===== src/rtl/glitch_filter_pkg.sv =====
// Shared definitions for the multi-channel glitch filter.
//   state_e     : per-channel filter FSM state
//   MODE_*      : per-channel filter mode encodings
//   qual_cnt_w  : width of the qualifier counter for a given filter length
package glitch_filter_pkg;

    typedef enum logic {
        ST_STABLE  = 1'b0,
        ST_QUALIFY = 1'b1
    } state_e;

    localparam logic MODE_SYM  = 1'b0;  // both edges qualified
    localparam logic MODE_FAST = 1'b1;  // assert edge immediate, deassert qualified

    // The counter only has to reach FILT_CYCLES-1, so $clog2(FILT_CYCLES)
    // bits suffice; keep at least one bit for the degenerate small case.
    function automatic int qual_cnt_w(input int filt_cycles);
        return (filt_cycles <= 2) ? 1 : $clog2(filt_cycles);
    endfunction

endpackage


===== src/rtl/glitch_filter_ch.sv =====
// One filter channel: synchroniser chain, STABLE/QUALIFY filter FSM,
// registered edge strobes and a saturating rejected-glitch counter.
// Ports:
//   clk, rst     : clock, synchronous active-high reset
//   din          : raw asynchronous input
//   mode         : MODE_SYM / MODE_FAST, sampled only while STABLE
//   glitch_clr   : synchronous clear of the glitch counter (wins over +1)
//   dout         : filtered output
//   rise, fall   : one-cycle strobes, high the cycle after dout changes
//   glitch_cnt   : saturating count of rejected pulses
//   qualifying   : debug view of the FSM (1 = ST_QUALIFY)
module glitch_filter_ch
    import glitch_filter_pkg::*;
#(
    parameter int   SYNC_STAGES  = 2,
    parameter int   FILT_CYCLES  = 4,
    parameter int   GLITCH_CNT_W = 8,
    parameter logic RST_VAL      = 1'b0,
    parameter logic ASSERT_LVL   = 1'b0
) (
    input  logic                    clk,
    input  logic                    rst,
    input  logic                    din,
    input  logic                    mode,
    input  logic                    glitch_clr,
    output logic                    dout,
    output logic                    rise,
    output logic                    fall,
    output logic [GLITCH_CNT_W-1:0] glitch_cnt,
    output logic                    qualifying
);

    localparam int            QW       = qual_cnt_w(FILT_CYCLES);
    localparam logic [QW-1:0] CNT_LAST = QW'(FILT_CYCLES - 1);
    localparam logic [QW-1:0] CNT_ONE  = QW'(1);

    logic [SYNC_STAGES-1:0]  sync_q;
    logic                    s;
    state_e                  state_q;
    logic [QW-1:0]           cnt_q;
    logic                    dout_q;
    logic                    rise_q;
    logic                    fall_q;
    logic [GLITCH_CNT_W-1:0] gcnt_q;

    assign s = sync_q[SYNC_STAGES-1];

    always_ff @(posedge clk) begin
        if (rst) begin
            sync_q  <= {SYNC_STAGES{RST_VAL}};
            state_q <= ST_STABLE;
            cnt_q   <= '0;
            dout_q  <= RST_VAL;
            rise_q  <= 1'b0;
            fall_q  <= 1'b0;
            gcnt_q  <= '0;
        end else begin
            sync_q <= {sync_q[SYNC_STAGES-2:0], din};
            rise_q <= 1'b0;
            fall_q <= 1'b0;
            if (glitch_clr) begin
                gcnt_q <= '0;
            end

            case (state_q)
                ST_STABLE: begin
                    if (s != dout_q) begin
                        if (mode == MODE_FAST && s == ASSERT_LVL) begin
                            // Assert level passes straight through.
                            dout_q <= s;
                            rise_q <= s;
                            fall_q <= ~s;
                        end else begin
                            state_q <= ST_QUALIFY;
                            cnt_q   <= CNT_ONE;
                        end
                    end
                end

                ST_QUALIFY: begin
                    if (s == dout_q) begin
                        // Input fell back before qualifying: a glitch.
                        state_q <= ST_STABLE;
                        cnt_q   <= '0;
                        if (!glitch_clr && gcnt_q != '1) begin
                            gcnt_q <= gcnt_q + GLITCH_CNT_W'(1);
                        end
                    end else if (cnt_q == CNT_LAST) begin
                        dout_q  <= s;
                        rise_q  <= s;
                        fall_q  <= ~s;
                        state_q <= ST_STABLE;
                        cnt_q   <= '0;
                    end else begin
                        cnt_q <= cnt_q + CNT_ONE;
                    end
                end

                default: begin
                    state_q <= ST_STABLE;
                    cnt_q   <= '0;
                end
            endcase
        end
    end

    assign dout       = dout_q;
    assign rise       = rise_q;
    assign fall       = fall_q;
    assign glitch_cnt = gcnt_q;
    assign qualifying = (state_q == ST_QUALIFY);

endmodule


===== src/rtl/glitch_filter_multi.sv =====
// Multi-channel glitch filter: NUM_CH independent glitch_filter_ch
// instances with per-channel reset value and assert level.
// Ports:
//   clk, rst     : clock, synchronous active-high reset
//   din          : raw inputs, one bit per channel
//   mode         : per channel 0 = symmetric, 1 = fast-assert
//   glitch_clr   : clears every glitch counter
//   dout         : filtered outputs
//   rise, fall   : per-channel one-cycle edge strobes
//   glitch_cnt   : channel i at [i*GLITCH_CNT_W +: GLITCH_CNT_W]
//   state        : debug, per channel 1 = qualifying an edge
module glitch_filter_multi
    import glitch_filter_pkg::*;
#(
    parameter int                NUM_CH       = 4,
    parameter int                SYNC_STAGES  = 2,
    parameter int                FILT_CYCLES  = 4,
    parameter int                GLITCH_CNT_W = 8,
    parameter logic [NUM_CH-1:0] RST_VAL      = {NUM_CH{1'b0}},
    parameter logic [NUM_CH-1:0] ASSERT_LVL   = {NUM_CH{1'b0}}
) (
    input  logic                           clk,
    input  logic                           rst,
    input  logic [NUM_CH-1:0]              din,
    input  logic [NUM_CH-1:0]              mode,
    input  logic                           glitch_clr,
    output logic [NUM_CH-1:0]              dout,
    output logic [NUM_CH-1:0]              rise,
    output logic [NUM_CH-1:0]              fall,
    output logic [NUM_CH*GLITCH_CNT_W-1:0] glitch_cnt,
    output logic [NUM_CH-1:0]              state
);

    for (genvar i = 0; i < NUM_CH; i++) begin : g_ch
        glitch_filter_ch #(
            .SYNC_STAGES  (SYNC_STAGES),
            .FILT_CYCLES  (FILT_CYCLES),
            .GLITCH_CNT_W (GLITCH_CNT_W),
            .RST_VAL      (RST_VAL[i]),
            .ASSERT_LVL   (ASSERT_LVL[i])
        ) u_ch (
            .clk        (clk),
            .rst        (rst),
            .din        (din[i]),
            .mode       (mode[i]),
            .glitch_clr (glitch_clr),
            .dout       (dout[i]),
            .rise       (rise[i]),
            .fall       (fall[i]),
            .glitch_cnt (glitch_cnt[i*GLITCH_CNT_W +: GLITCH_CNT_W]),
            .qualifying (state[i])
        );
    end

endmodule


===== config.mk =====
export PLATFORM = sky130hd
export DESIGN_NAME = glitch_filter_multi
export DESIGN_NICKNAME = d
export VERILOG_FILES = /design/src/rtl/glitch_filter_pkg.sv /design/src/rtl/glitch_filter_ch.sv /design/src/rtl/glitch_filter_multi.sv
export SDC_FILE = /design/constraint.sdc
export NUM_CORES = 1
export LEC_CHECK = 0
export BUFFER_PORTS_ARGS = -buffer_cell sky130_fd_sc_hd__buf_2
export CAP_MARGIN = 20
export CORE_ASPECT_RATIO = 1.5
export CORE_UTILIZATION = 50
export DETAILED_ROUTE_END_ITERATION = 12
export GPL_TIMING_DRIVEN = 0
export PLACE_DENSITY = 0.74
export SYNTH_ARGS = -nofsm -noshare
export SYNTH_HDL_FRONTEND = slang
export SYNTH_SLANG_ARGS = --single-unit
export TNS_END_PERCENT = 20

===== constraint.sdc =====
create_clock -name clk -period 2.2 [get_ports clk]
set_clock_uncertainty 0.05 [all_clocks]
set_input_delay 0 -clock clk [delete_from_list [all_inputs] [get_ports clk]]
set_output_delay 0 -clock clk [all_outputs]
set_load 0.02 [all_outputs]

After elaboration in Yosys (flattened, before gate mapping)
Index checks and enable logic that the tools add are counted.
{"block": "totals", "romBits": 0, "memories": 0, "latch_bits": 0, "regBits": 64, "ram_bits": 0, "output_inout_bits": 48}
{"block": "classes", "div": 0, "add_sub_neg": 8, "n_mux": 116, "reduce_logical": 17, "multipliers": 0, "shift": 0, "eq_ne": 36, "magnitude_cmp": 0, "n_bitwise": 8}
{"op": "two-way mux 8 bit", "n": 16}
{"op": "two-way mux 1 bit", "n": 64}
{"op": "adder 8 x 1 -> 8 bit, second input constant", "n": 4}
{"op": "two-way mux 2 bit", "n": 16}
{"op": "!= test 8 bit, second input constant", "n": 4}
{"op": "one-hot mux 1 bit (2 select lines)", "n": 16}
{"op": "!= test 2 bit, second input constant", "n": 12}
{"op": "!= test 2 x 1 -> 1 bit, second input constant", "n": 8}
{"op": "one-hot mux 2 bit (2 select lines)", "n": 4}
{"op": "AND reduction 4 bit", "n": 4}
{"op": "adder 2 x 1 -> 2 bit, second input constant", "n": 4}
{"op": "equality test 2 bit, second input constant", "n": 4}
{"op": "logical AND 1 bit", "n": 8}
{"op": "NOT 1 bit", "n": 8}
{"op": "AND reduction 2 bit", "n": 4}
{"op": "equality test 1 bit", "n": 4}
{"op": "!= test 1 bit", "n": 4}
{"op": "zero test 1 bit", "n": 1}

Longest topological paths before layout
Gate-level depths: netlist of the first run.
{"block": "depth", "word_depth": 5, "mapped_depth": 5, "ltp_nobuf": 5}

Cells and area by module
Synthesis of the first run repeated with hierarchy kept, for this count alone.
{"block": "unflattened", "hier_cells": 338, "hier_area_um2": 3034.2}
{"mod": "glitch_filter_ch (g_ch[0].u_ch ...)", "area_per_inst_um2": 755.7, "instances": 3, "cells_per_inst": 84}
{"mod": "glitch_filter_ch (g_ch[1].u_ch)", "area_per_inst_um2": 767.0, "instances": 1, "cells_per_inst": 86}

Worst setup path before layout of the first run
OpenSTA, ideal clock, no wires.
{"block": "synth_timing", "path_type": "register -> register", "from": "register g_ch[1].u_ch.gcnt_q[0]", "to": "register g_ch[1].u_ch.gcnt_q[1]", "period_less_slack_ps": 1632, "setup_ps": 128, "path_stages_with_launch": 6, "path_buffers": 0, "required_ps": 2022, "arrival_time_ps": 1455, "setup_slack_ps": 568, "path_cell_list": "dfxtp_1 > ha_1 > nand4_1 > o211ai_2 > mux2i_1 > nor2_1"}
{"block": "synth_between", "elab_chain_cells": 5, "elab_cells_between_ends": 6, "classes_between": "add/sub (1); eq/ne (1); mux (3); reduce/logical (1)"}
{"element": "start, declared", "line_no": "glitch_filter_ch.sv:44", "text": "logic [GLITCH_CNT_W-1:0] gcnt_q;"}
{"element": "start signal, assigned", "line_no": "glitch_filter_ch.sv:86", "text": "gcnt_q <= gcnt_q + GLITCH_CNT_W'(1);"}
{"element": "branches (longest 2 deep; another with adder 8 x 1 -> 8 bit)"}
{"element": "two-way mux 8 bit *", "line_no": "glitch_filter_ch.sv:85", "text": "if (!glitch_clr && gcnt_q != '1) begin"}
{"element": "two-way mux 8 bit *", "line_no": "glitch_filter_ch.sv:81", "text": "if (s == dout_q) begin"}
{"element": "two-way mux 8 bit *", "line_no": "glitch_filter_ch.sv:65", "text": "case (state_q)"}
Mark *: on every way between the ends.
A chain may end at the register's enable or synchronous reset.

Worst setup path in the final report of the first run
{"block": "layout_timing", "from": "register g_ch[0].u_ch.gcnt_q[0]", "to": "register g_ch[0].u_ch.gcnt_q[4]"}
{"block": "layout_between", "elab_chain_cells": 5, "elab_cells_between_ends": 6, "classes_between": "add/sub (1); eq/ne (1); mux (3); reduce/logical (1)"}
{"element": "start, declared", "line_no": "glitch_filter_ch.sv:44"}
{"element": "start signal, assigned", "line_no": "glitch_filter_ch.sv:86"}
{"element": "branches (longest 2 deep; another with adder 8 x 1 -> 8 bit)"}
{"element": "two-way mux 8 bit *", "line_no": "glitch_filter_ch.sv:85"}
{"element": "two-way mux 8 bit *", "line_no": "glitch_filter_ch.sv:81"}
{"element": "two-way mux 8 bit *", "line_no": "glitch_filter_ch.sv:65"}
Marked as above.

==> impl_results.md, run 1 <==
- Leading cell types in the layout, fill and taps excluded: sky130_fd_sc_hd__dfxtp_1, sky130_fd_sc_hd__buf_2, sky130_fd_sc_hd__nor2_1, sky130_fd_sc_hd__a21oi_1, sky130_fd_sc_hd__nand2_1
- CP startpoint kind: register
- Global route overflow: 0
- Post-synth EDFFs: 0
- Synthesized instance count: 332
- Post-synthesis share of cell area spent on and, or, nand and nor gates: 24.13%
- Worst max-slew margin expressed relative to the limit: 64.45%
- First-iteration detailed-routing DRC count: 60
- Setup violators final: 0
- Most common flop cell mapped by yosys: sky130_fd_sc_hd__dfxtp_1
- Maximum root-to-sink buffer count: 2
- Synthesized-area fraction occupied by adder cells: 3.351%
- Routed wirelength normalized by instance count: 12.93 µm
- Most common cell after layout, fill and taps aside: sky130_fd_sc_hd__dfxtp_1
- Final GP Congestion: 0.7803
- Detail Route Antenna Nets: 0
- Share of the clock period used by the worst path after layout: 78.01%
- Total power divided by cell area: 598.3 mW/mm²
- IR drop worst, VDD: 0.0004126 V
- Final HPWL DP: 4523 µm
- Worst setup path class: reg2reg
- Number of ports placed on the die boundary: 59
- Synthesized area per cell: 8.996 µm²
- Critical Path AT: 1880 ps
- Std-Cell Core Area: 0.005786 mm²
- Main combinational cell family by area after synthesis: simple AND/OR/NAND/NOR gates
- Number of buffers inserted during clock tree synthesis: 9
- Classification of the worst-slack hold path: in2reg
- Post-synth net total: 351
- Shortest clock period the worst path allows after layout: 1716 ps
- Initial antenna violation count: 0
- Clock root cell: sky130_fd_sc_hd__clkbuf_8
- Setup Fix Bufs, Post-CTS: 0
- Fraction of the mapped netlist area in compound gates: 16.97%
- Share of cell area taken by muxes after synthesis: 1.341%
- Post-route DRC violation count: 0
- Drt total wl: 6273 µm
- Sequential area share after synthesis: 42.90%
- Chip Width: 65.11 µm
- Cell Area, Synth: 0.002987 mm²
- Design Area, Final: 0.003606 mm²
- Std-Cell Rows: 34
- Share of post-route cells with drive strength above 1: 24.70%
- Most utilized layer in the global route result: met2
- Final hold viol count: 0
- Leakage power figure: 1.496 nW
- Worst path required time: 2360 ps
- Number of global-route vias before repair: 2485
- Clock-pin slew of the registers on the worst-case setup and hold paths: 70 ps
- Critical-path cell with the highest stage delay: sky130_fd_sc_hd__o311ai_2
- Sum of negative setup slack: 0 ps
- Crit Reg-Reg Endpoint: g_ch[0].u_ch.glitch_cnt[4]$_SDFF_PP0_
- Setup WS post-layout: 483.7 ps
- Fraction of registers with async set or reset after synthesis: 0%
- Core occupancy in the finished layout: 62.33%
- Number of synthesized register bits: 64
- Height of the die: 96.66 µm
- Area added between synthesis and finish: 20.74%
- Largest net degree at the start of global routing: 12
- DIE AREA: 0.006293 mm²
- Area share of xor/xnor cells in the synthesized design: 4.315%
- Distinct cell type count of the synthesized netlist: 51
- Synth warnings: 0
- RSZ-0062 raised after global routing: false
- CTS tree: yes
- Highest clock frequency the design can meet: 582.7 MHz
- Net count of the finished layout: 427
- All-layer global routing usage: 21.16%
- Delay of the slowest cell on the worst path: 520 ps
- GR met2 Demand/Resource: 37.26%
- # H-tree levels: 3
- Clk sink count: 64
- Starting utilization of the core area: 51.62%
- Reg-to-Reg Start: g_ch[0].u_ch.glitch_cnt[0]$_SDFF_PP0_
- Met3 routing resource usage after global routing: 5.896%
- Worst reg2reg setup slack: 480 ps
- Count of final max-slew check failures: 0
- Pre-CTS setup slack: 516.2 ps
- Ordered cell list for the critical path: ha_1 -> nand2_1 -> o311ai_2 -> or3_1 -> a21oi_1
- Worst hold margin: 99.67 ps
- Critical path origin: g_ch[0].u_ch.glitch_cnt[0]$_SDFF_PP0_
- Endpoint of the worst setup timing path: g_ch[0].u_ch.glitch_cnt[4]$_SDFF_PP0_
- Global-route wire length before repair: 10380 µm
- Critical Path End Type: register
- Via count: 2702
- Clk_lat worst skew: 350 ps
- Iteration count of the initial detailed-routing pass: 4
- Count of input and output buffers: 57
- Number of max-capacitance violations reported: 0
- Largest fanout of any net on the critical path: 6
- Number of diodes added for antenna fixing: 0
- Instance area after placement: 0.003362 mm²
- Average via count per standard cell: 5.571
- Met1 usage in global routing: 21.96%
- Result of the run: finished clean
- Transition time at the pin with the least slew margin: 531.3 ps
- Number of cells on the worst reg-to-reg path: 5
[layout make-up]
cell class,count,area [µm²]
Tap cell,72,90.09
Sequential cell,64,1281
Clock inverter,6,36.28
Multi-Input combinational cell,231,1496
Timing Repair Buffer,65,365.4
Buffer,29,178.9
Fill cell,559,2180
Clock buffer,10,127.6
Inverter,8,30.03
[cells by family (layout without fill, tap and decap cells)]
| kind of cell | after synthesis | after routing |
|---|---|---|
| AO/OA/AOI/OAI | 75 | 75 |
| XOR/XNOR | 10 | 10 |
| adder cells (fa/ha/maj) | 8 | 8 |
| buffers and inverters | 37 | 118 |
| flip-flops | 64 | 64 |
| multiplexers | 4 | 4 |
| AND/OR/NAND/NOR | 134 | 134 |
[per-stage QoR]
stage               total power, mW  instances
global route                  2.249        485
global placement              1.313        461
CTS                           2.186        485
detailed placement            1.315        461
floorplan                     1.282        332
finish                        2.158        485
[sequential cells by signal, indices dropped and copies added (netlist names)]
signal                cells
g_ch.u_ch.cnt_q           8
g_ch.u_ch.dout            4
g_ch.u_ch.fall            4
g_ch.u_ch.glitch_cnt     32
g_ch.u_ch.qualifying      4
g_ch.u_ch.rise            4
g_ch.u_ch.sync_q          8
[how the worst min path moves through the flow]
stage / startpoint / endpoint / slack (ps) / depth (start not counted)
final: mode[2] / g_ch[2].u_ch.cnt_q[1]$_SDFFE_PP0P_ / 100 / 5
after CTS: mode[2] / g_ch[2].u_ch.cnt_q[1]$_SDFFE_PP0P_ / 80 / 5
after global placement: din[2] / g_ch[2].u_ch.sync_q[0]$_SDFF_PP0_ / 160 / 2
after floorplan: din[0] / g_ch[0].u_ch.sync_q[0]$_SDFF_PP0_ / 80 / 1
after detailed placement: din[2] / g_ch[2].u_ch.sync_q[0]$_SDFF_PP0_ / 170 / 2
after global routing: mode[2] / g_ch[2].u_ch.fall$_SDFF_PP0_ / 140 / 4
[Yosys cell counts, types with 2 or more instances]
master | n | area share (%)
sky130_fd_sc_hd__dfxtp_1 | 64 | 43
sky130_fd_sc_hd__nor2_1 | 25 | 3.1
sky130_fd_sc_hd__a21oi_1 | 22 | 3.7
sky130_fd_sc_hd__nand2_1 | 19 | 2.4
sky130_fd_sc_hd__nor3_1 | 18 | 3.0
sky130_fd_sc_hd__o21ai_0 | 17 | 2.8
sky130_fd_sc_hd__buf_4 | 16 | 4.0
sky130_fd_sc_hd__nand3_1 | 13 | 2.2
sky130_fd_sc_hd__nor2b_1 | 12 | 2.5
sky130_fd_sc_hd__or3_1 | 10 | 2.1
sky130_fd_sc_hd__clkbuf_1 | 8 | 1.0
sky130_fd_sc_hd__ha_1 | 8 | 3.4
sky130_fd_sc_hd__inv_1 | 8 | 1.0
sky130_fd_sc_hd__nand2b_1 | 8 | 1.7
sky130_fd_sc_hd__nand4_1 | 7 | 1.5
sky130_fd_sc_hd__a211oi_1 | 6 | 1.5
sky130_fd_sc_hd__xor2_1 | 6 | 1.8
sky130_fd_sc_hd__and3_1 | 4 | 0.84
sky130_fd_sc_hd__mux2i_1 | 4 | 1.3
sky130_fd_sc_hd__o2111ai_1 | 4 | 1.2
sky130_fd_sc_hd__o21a_1 | 4 | 1.0
sky130_fd_sc_hd__and4_1 | 3 | 0.88
sky130_fd_sc_hd__nor4_1 | 3 | 0.63
sky130_fd_sc_hd__o31ai_1 | 3 | 0.75
sky130_fd_sc_hd__xnor2_2 | 3 | 1.6
sky130_fd_sc_hd__a31oi_1 | 2 | 0.42
sky130_fd_sc_hd__and3b_1 | 2 | 0.59
sky130_fd_sc_hd__buf_1 | 2 | 0.25
sky130_fd_sc_hd__buf_2 | 2 | 0.34
sky130_fd_sc_hd__nand3_2 | 2 | 0.67
sky130_fd_sc_hd__nor3b_1 | 2 | 0.50
sky130_fd_sc_hd__o211a_1 | 2 | 0.67
sky130_fd_sc_hd__o211ai_1 | 2 | 0.50
sky130_fd_sc_hd__o211ai_2 | 2 | 0.84
sky130_fd_sc_hd__o221ai_1 | 2 | 0.59
sky130_fd_sc_hd__or4_1 | 2 | 0.50
[critical path, delay by kind of cell (launching register included)]
kind | cells | cell delay (ps)
flip-flops | 1 | 410
adder cells (fa/ha/maj) | 1 | 220
AO/OA/AOI/OAI | 2 | 580
AND/OR/NAND/NOR | 2 | 330
[power breakdown]
part | switching, mW | leakage [nW] | internal (mW)
registers | 0.00985 | 0.518 | 1.17
logic | 0.0674 | 0.892 | 0.0508
clock network | 0.456 | 0.0858 | 0.402
[per-layer routing]
layer  vias to the layer above  share of wire, %
met3                        14               4.9
met4                         0               2.1
met5                         -                 0
li1                       1342                 -
met1                      1281                41
met2                        65                52
[repair_timing]
action / 4_1_cts / 5_1_grt
hold endpoints to repair: 12 / 0
resized for setup: 0 / 0
hold buffers: 8 / 0
No activity file was read; power rests on OpenSTA's default activity.
==> run 2, diff against run 1 <==
--- a/config.mk
+++ b/config.mk
@@ -8,10 +8,10 @@
 export BUFFER_PORTS_ARGS = -buffer_cell sky130_fd_sc_hd__buf_2
 export CAP_MARGIN = 20
 export CORE_ASPECT_RATIO = 1.5
-export CORE_UTILIZATION = 50
+export CORE_UTILIZATION = 49
 export DETAILED_ROUTE_END_ITERATION = 12
 export GPL_TIMING_DRIVEN = 0
-export PLACE_DENSITY = 0.74
+export PLACE_DENSITY = 0.76
 export SYNTH_ARGS = -nofsm -noshare
 export SYNTH_HDL_FRONTEND = slang
 export SYNTH_SLANG_ARGS = --single-unit
==> constraint.sdc (replaced) <==
create_clock -name clk -period 1.4 [get_ports clk]
set_clock_uncertainty 0.05 [all_clocks]
set_input_delay 0 -clock clk [delete_from_list [all_inputs] [get_ports clk]]
set_output_delay 0 -clock clk [all_outputs]
set_load 0.02 [all_outputs]
==> impl_results.md, run 2 (synthesis gave the netlist of run 1 again) <==
- Result of the run: complete, but fails checks
- Violated checks: setup timing
- CTS tree: yes
- Clk sink count: 64 (unchanged)
- Share of the clock period used by the worst path after layout: 112.0% (+34 points)
- Worst hold margin: 26.44 ps (-73.24 ps)
- Std-Cell Core Area: 0.005828 mm² (+0.74%)
- Via count: 2820 (+4.4%)
- Routed wirelength normalized by instance count: 14.29 µm (+10%)
- Setup WS post-layout: -168.5 ps (-652.2 ps)
- Setup violators final: 16 (+16)
- Total power divided by cell area: 872.8 mW/mm² (+46%)
- Count of input and output buffers: 57 (unchanged)
- Flip-flop count of the largest register after layout: 32 (unchanged)
- Proportion of power drawn by flip-flops and latches: 51.5% (-3.3 points)
- Design internal power: 2.748 mW (+69%)
- Average via count per standard cell: 5.584 (+0.23%)
- DIE AREA: 0.006418 mm² (+2.0%)
- Net Switching: 815.7 µW (+53%)
- Clk_lat worst skew: 340 ps (about the same)
- Final GP Congestion: 0.8105 (+3.9%)
- Number of global-route vias before repair: 2620 (+5.4%)
- Detail Route Antenna Nets: 0 (unchanged)
- Worst setup path class: reg2reg
- # H-tree levels: 3 (unchanged)
- Pre-CTS setup slack: -193.9 ps (-710.1 ps)
- Worst path required time: 1610 ps (-750 ps)
- Leakage power figure: 1.721 nW (+15%)
- Iteration count of the initial detailed-routing pass: 4 (unchanged)
- Count of final max-slew check failures: 0 (unchanged)
- Worst max-slew margin expressed relative to the limit: 65.42% (+0.97 points)
- Shortest clock period the worst path allows after layout: 1568 ps (-147.8 ps)
- Std-Cell Rows: 34 (unchanged)
- First-iteration detailed-routing DRC count: 92 (+53%)
- Largest net degree at the start of global routing: 11 (-1)
- RSZ-0062 raised after global routing: true
- Final hold viol count: 0 (unchanged)
- Highest clock frequency the design can meet: 637.6 MHz (+9.4%)
- Global route overflow: 0 (unchanged)
- Number of diodes added for antenna fixing: 0 (unchanged)
- Share of post-route cells with drive strength above 1: 40.65% (+16 points)
- Height of the die: 97.62 µm (+0.99%)
- Final HPWL DP: 4707 µm (+4.1%)
- Transition time at the pin with the least slew margin: 516.5 ps (-14.86 ps)
- Logic gate share of total power: 5.6% (about the same)
- Most common cell after layout, fill and taps aside: sky130_fd_sc_hd__buf_2
- Initial antenna violation count: 0 (unchanged)
- Number of inserted filler cells in the final layout: 443 (-21%)
- Critical Path AT: 1780 ps (-100 ps)
- Largest fanout of any net on the critical path: 6 (unchanged)
- Sw frac: 22.89% (-1.8 points)
- IR drop worst, VDD: 0.0006426 V (+56%)
- Number of max-capacitance violations reported: 0 (unchanged)
- CP startpoint kind: register
- Chip Width: 65.75 µm (+0.98%)
- Clock-pin slew of the registers on the worst-case setup and hold paths: 60 ps (about the same)
- Net count of the finished layout: 447 (+4.7%)
- Area added between synthesis and finish: 36.70%
- Critical Path End Type: register
- Maximum root-to-sink buffer count: 2 (unchanged)
- All-layer global routing usage: 22.63% (+1.5 points)
- Number of ports placed on the die boundary: 59 (unchanged)
- Clock root cell: sky130_fd_sc_hd__clkbuf_8
- Post-route DRC violation count: 0 (unchanged)
- Global-route wire length before repair: 11160 µm (+7.4%)
- Leading cell types in the layout, fill and taps excluded: sky130_fd_sc_hd__buf_2, sky130_fd_sc_hd__buf_4, sky130_fd_sc_hd__dfxtp_1, sky130_fd_sc_hd__nor2_1, sky130_fd_sc_hd__a21oi_1
- Number of buffers inserted during clock tree synthesis: 9 (unchanged)
- Drt total wl: 7217 µm (+15%)
- Starting utilization of the core area: 51.25% (-0.38 points)
- Clock power share: 42.9% (+3.2 points)
- Core occupancy in the finished layout: 70.05% (+7.7 points)
- Classification of the worst-slack hold path: in2reg
[run 2: changes by cell type in the layout (fill, tap and decap cells not counted), sizes merged]
cell,change
buf,+21
dlygate4sd3,-1
clkinvlp,-1
o211ai,+1
clkinv,-3
clkbuf,+3
[run 2: what timing repair did]
item	in CTS	in global routing
hold buffers	7	0
pin swaps	10	13
gates cloned	0	1
endpoints found under the setup margin	29	37
endpoints found under the hold margin	11	0
resized for setup	8	44
setup buffers	11	11
[run 2: layer usage]
layer | global-route usage [%] | up-vias | routed length (µm)
li1 | - | 1400 | -
met1 | 22.48 | 1321 | 2717
met2 | 41.05 | 78 | 3977
met3 | 6.338 | 21 | 296
met4 | 11.20 | 0 | 225
met5 | 0 | - | 0
[run 2: final cells by class]
type,instances,area [µm²],area share (%)
Multi-Input combinational cell,232,1698,41.59
Sequential cell,64,1364,33.40
Timing Repair Buffer,86,528.0,12.93
Clock buffer,14,183.9,4.505
Buffer,27,178.9,4.382
Tap cell,72,90.09,2.207
Inverter,8,30.03,0.7355
Clock inverter,2,10.01,0.2452
[run 2: worst max-delay path, stage by stage (launching register included)]
cell	delay, ps
sky130_fd_sc_hd__dfxtp_1	310
sky130_fd_sc_hd__buf_6	130
sky130_fd_sc_hd__xnor2_4	200
sky130_fd_sc_hd__o211ai_1	260
sky130_fd_sc_hd__or3_1	390
sky130_fd_sc_hd__a21oi_1	150
[run 2: final timing paths]
path                                          start                                     to  slack, ps  cells past startpoint
hold / removal                              mode[3]     g_ch[3].u_ch.qualifying$_SDFF_PP0_         30                      4
setup reg to reg  g_ch[2].u_ch.sync_q[1]$_SDFF_PP0_  g_ch[2].u_ch.glitch_cnt[4]$_SDFF_PP0_       -170                      5
setup / recovery  g_ch[2].u_ch.sync_q[1]$_SDFF_PP0_  g_ch[2].u_ch.glitch_cnt[4]$_SDFF_PP0_       -170                      5
hold reg to reg   g_ch[2].u_ch.sync_q[0]$_SDFF_PP0_      g_ch[2].u_ch.sync_q[1]$_SDFF_PP0_        390                      1
[run 2: metrics by stage]
stage                     TNS (ps)  area (µm²)  power [mW]  cells
final                        -1058        4083       3.563    505
after global routing         -2369        4083       3.686    505
after CTS                    -1196        3874       3.600    494
after detailed placement     -2125        3496       2.062    461
after global placement       -1174        3496       2.057    461
after floorplan             -60.70        3120       2.009    332
[run 2: power by group through the flow]
stage               clock [mW]  sequential, mW  combinational (mW)
floorplan                    0            1.89               0.122
global placement             0            1.89               0.170
detailed placement           0            1.89               0.174
CTS                       1.56            1.85               0.194
global route              1.63            1.84               0.220
finish                    1.53            1.84               0.201
==> run 3, diff against run 2 <==
--- a/config.mk
+++ b/config.mk
@@ -12,6 +12,7 @@
 export DETAILED_ROUTE_END_ITERATION = 12
 export GPL_TIMING_DRIVEN = 0
 export PLACE_DENSITY = 0.76
+export SKIP_CTS_REPAIR_TIMING = 1
 export SYNTH_ARGS = -nofsm -noshare
 export SYNTH_HDL_FRONTEND = slang
 export SYNTH_SLANG_ARGS = --single-unit
==> impl_results.md, run 3 (synthesis gave the netlist of run 1 again) <==
- Clock root cell: sky130_fd_sc_hd__clkbuf_8
- Shortest clock period the worst path allows after layout: 1554 ps (-14.09 ps)
- Clock power share: 42.6% (-0.3 points)
- Number of max-capacitance violations reported: 0 (unchanged)
- Final HPWL DP: 4707 µm (unchanged)
- Area added between synthesis and finish: 34.31%
- Total power divided by cell area: 889.0 mW/mm² (+1.9%)
- Delay-heaviest family, CP: simple AND/OR/NAND/NOR gates
- Worst setup path class: reg2reg
- Net count of the finished layout: 439 (-1.8%)
- Count of buffer and inverter cells on the critical path: 2 (+1)
- Share of the clock period used by the worst path after layout: 111.0% (-1.0 points)
- Critical Path AT: 1770 ps (about the same)
- Worst path required time: 1610 ps (about the same)
- Classification of the worst-slack hold path: in2reg
- Number of ports placed on the die boundary: 59 (unchanged)
- Count of input and output buffers: 57 (unchanged)
- Delay of the slowest cell on the worst path: 320 ps (-70 ps)
- Proportion of power drawn by flip-flops and latches: 51.6% (about the same)
- Std-Cell Core Area: 0.005828 mm² (unchanged)
- Largest fanout of any net on the critical path: 6 (unchanged)
- Global-route wire length before repair: 10830 µm (-3.0%)
- Initial antenna violation count: 0 (unchanged)
- Std-Cell Rows: 34 (unchanged)
- Number of buffers inserted during clock tree synthesis: 9 (unchanged)
- Net Switching: 810.2 µW (-0.67%)
- Design internal power: 2.756 mW (+0.29%)
- Largest net degree at the start of global routing: 11 (unchanged)
- Ordered cell list for the critical path: buf_6 -> xnor2_4 -> o211ai_1 -> buf_4 -> or3_1 -> a21oi_2
- Logic gate share of total power: 5.8% (+0.2 points)
- Worst max-slew margin expressed relative to the limit: 61.31% (-4.1 points)
- Share of post-route cells with drive strength above 1: 38.12% (-2.5 points)
- Average via count per standard cell: 5.594 (+0.17%)
- Clock-pin slew of the registers on the worst-case setup and hold paths: 60 ps (about the same)
- Post-route DRC violation count: 0 (unchanged)
- Clk_lat worst skew: 340 ps (about the same)
- All-layer global routing usage: 21.82% (-0.81 points)
- Flip-flop count of the largest register after layout: 32 (unchanged)
- Count of placed standard cells including taps: 461 (unchanged)
- DIE AREA: 0.006418 mm² (unchanged)
- Detail Route Antenna Nets: 0 (unchanged)
- IR drop worst, VDD: 0.0006380 V (-0.72%)
- Register area: 0.001351 mm² (-0.92%)
- Clk sink count: 64 (unchanged)
- Final GP Congestion: 0.8105 (unchanged)
- Highest clock frequency the design can meet: 643.3 MHz (+0.91%)
- Number of diodes added for antenna fixing: 0 (unchanged)
- CP startpoint kind: register
- Most common cell after layout, fill and taps aside: sky130_fd_sc_hd__buf_2
- Worst hold margin: -15.03 ps (-41.46 ps)
- Leading cell types in the layout, fill and taps excluded: sky130_fd_sc_hd__buf_2, sky130_fd_sc_hd__dfxtp_1, sky130_fd_sc_hd__buf_4, sky130_fd_sc_hd__nor2_1, sky130_fd_sc_hd__a21oi_1
- Maximum root-to-sink buffer count: 2 (unchanged)
- Final hold viol count: 3 (+3)
- Critical-path cell with the highest stage delay: sky130_fd_sc_hd__or3_1
- RSZ-0062 raised after global routing: true
- Setup violators final: 17 (+1)
- Global route overflow: 0 (unchanged)
- Starting utilization of the core area: 51.25% (unchanged)
- Result of the run: complete, but fails checks
- Leakage power figure: 1.677 nW (-2.6%)
- Violated checks: hold timing, setup timing
- Number of cells in the finished layout apart from fillers: 497 (-1.6%)
- Chip Width: 65.75 µm (unchanged)
- Transition time at the pin with the least slew margin: 580.3 ps (+63.86 ps)
- Area of the multi-input gates: 0.001702 mm² (+0.22%)
- Via count: 2780 (-1.4%)
- Drt total wl: 6959 µm (-3.6%)
- # H-tree levels: 3 (unchanged)
- Setup WS post-layout: -154.4 ps (+14.09 ps)
- First-iteration detailed-routing DRC count: 136 (+48%)
- Routed wirelength normalized by instance count: 14.00 µm (-2.0%)
- Iteration count of the initial detailed-routing pass: 4 (unchanged)
- Critical Path End Type: register
- Count of final max-slew check failures: 0 (unchanged)
- Sum of negative setup slack: -977.9 ps (+79.59 ps)
- CTS tree: yes
- Number of global-route vias before repair: 2567 (-2.0%)
- Height of the die: 97.62 µm (unchanged)
- Number of inserted filler cells in the final layout: 445 (+0.45%)
- Sw frac: 22.72% (-0.17 points)
-- run 3: changes by cell type in the layout (fill, tap and decap cells not counted), sizes merged --
cell         before  now
dlygate4sd3       7    6
buf              99   92
-- run 3: layout make-up --
type / instances / area share [%]
multi-input cells: 232 / 42.42
flip-flops and latches: 64 / 33.69
repair buffers: 77 / 11.32
plain buffers: 28 / 4.741
clock buffers: 14 / 4.585
well taps: 72 / 2.246
inverters: 8 / 0.7486
clock inverters: 2 / 0.2495
-- run 3: power by group through the flow --
| stage | clock network, mW | logic, mW | registers [mW] |
|---|---|---|---|
| 5_1_grt | 1.63 | 0.225 | 1.84 |
| 2_1_floorplan | 0 | 0.122 | 1.89 |
| 4_1_cts | 1.56 | 0.175 | 1.85 |
| 6_report | 1.52 | 0.205 | 1.84 |
| 3_5_place_dp | 0 | 0.174 | 1.89 |
| 3_3_place_gp | 0 | 0.170 | 1.89 |
-- run 3: path summary, 6_finish.rpt --
path / cells after the start / from / slack [ps] / end
worst max-delay path: 6 / g_ch[2].u_ch.sync_q[1]$_SDFF_PP0_ / -150 / g_ch[2].u_ch.glitch_cnt[4]$_SDFF_PP0_
worst min-delay path: 3 / glitch_clr / -20 / g_ch[0].u_ch.glitch_cnt[7]$_SDFF_PP0_
worst max register to register: 6 / g_ch[2].u_ch.sync_q[1]$_SDFF_PP0_ / -150 / g_ch[2].u_ch.glitch_cnt[4]$_SDFF_PP0_
worst min register to register: 1 / g_ch[3].u_ch.sync_q[0]$_SDFF_PP0_ / 390 / g_ch[3].u_ch.sync_q[1]$_SDFF_PP0_
-- run 3: per-stage QoR --
| step | power (mW) | setup slack [ps] | util [%] | cell area [µm²] |
|---|---|---|---|---|
| final | 3.566 | -154.4 | 68.83 | 4011 |
| after global routing | 3.696 | -234.0 | 68.83 | 4011 |
| after CTS | 3.578 | -212.8 | 63.31 | 3690 |
| after detailed placement | 2.062 | -193.9 | 59.98 | 3496 |
| after global placement | 2.057 | -132.0 | 59.98 | 3496 |
| after floorplan | 2.009 | -22.00 | - | 3120 |
-- run 3: per-layer routing --
layer,track usage (%),vias to the layer above,part of all wire (%)
li1,-,1387,-
met1,22.25,1307,39
met2,38.85,72,55
met4,11.04,0,1.9
met5,0,-,0
met3,6.103,14,4.3
-- run 3: worst min-delay path: cells and delay by family --
kind	cells	cell delay [ps]
AOI/OAI and AO/OA	1	140
and+or+nand+nor	1	110
buffers and inverters	1	80
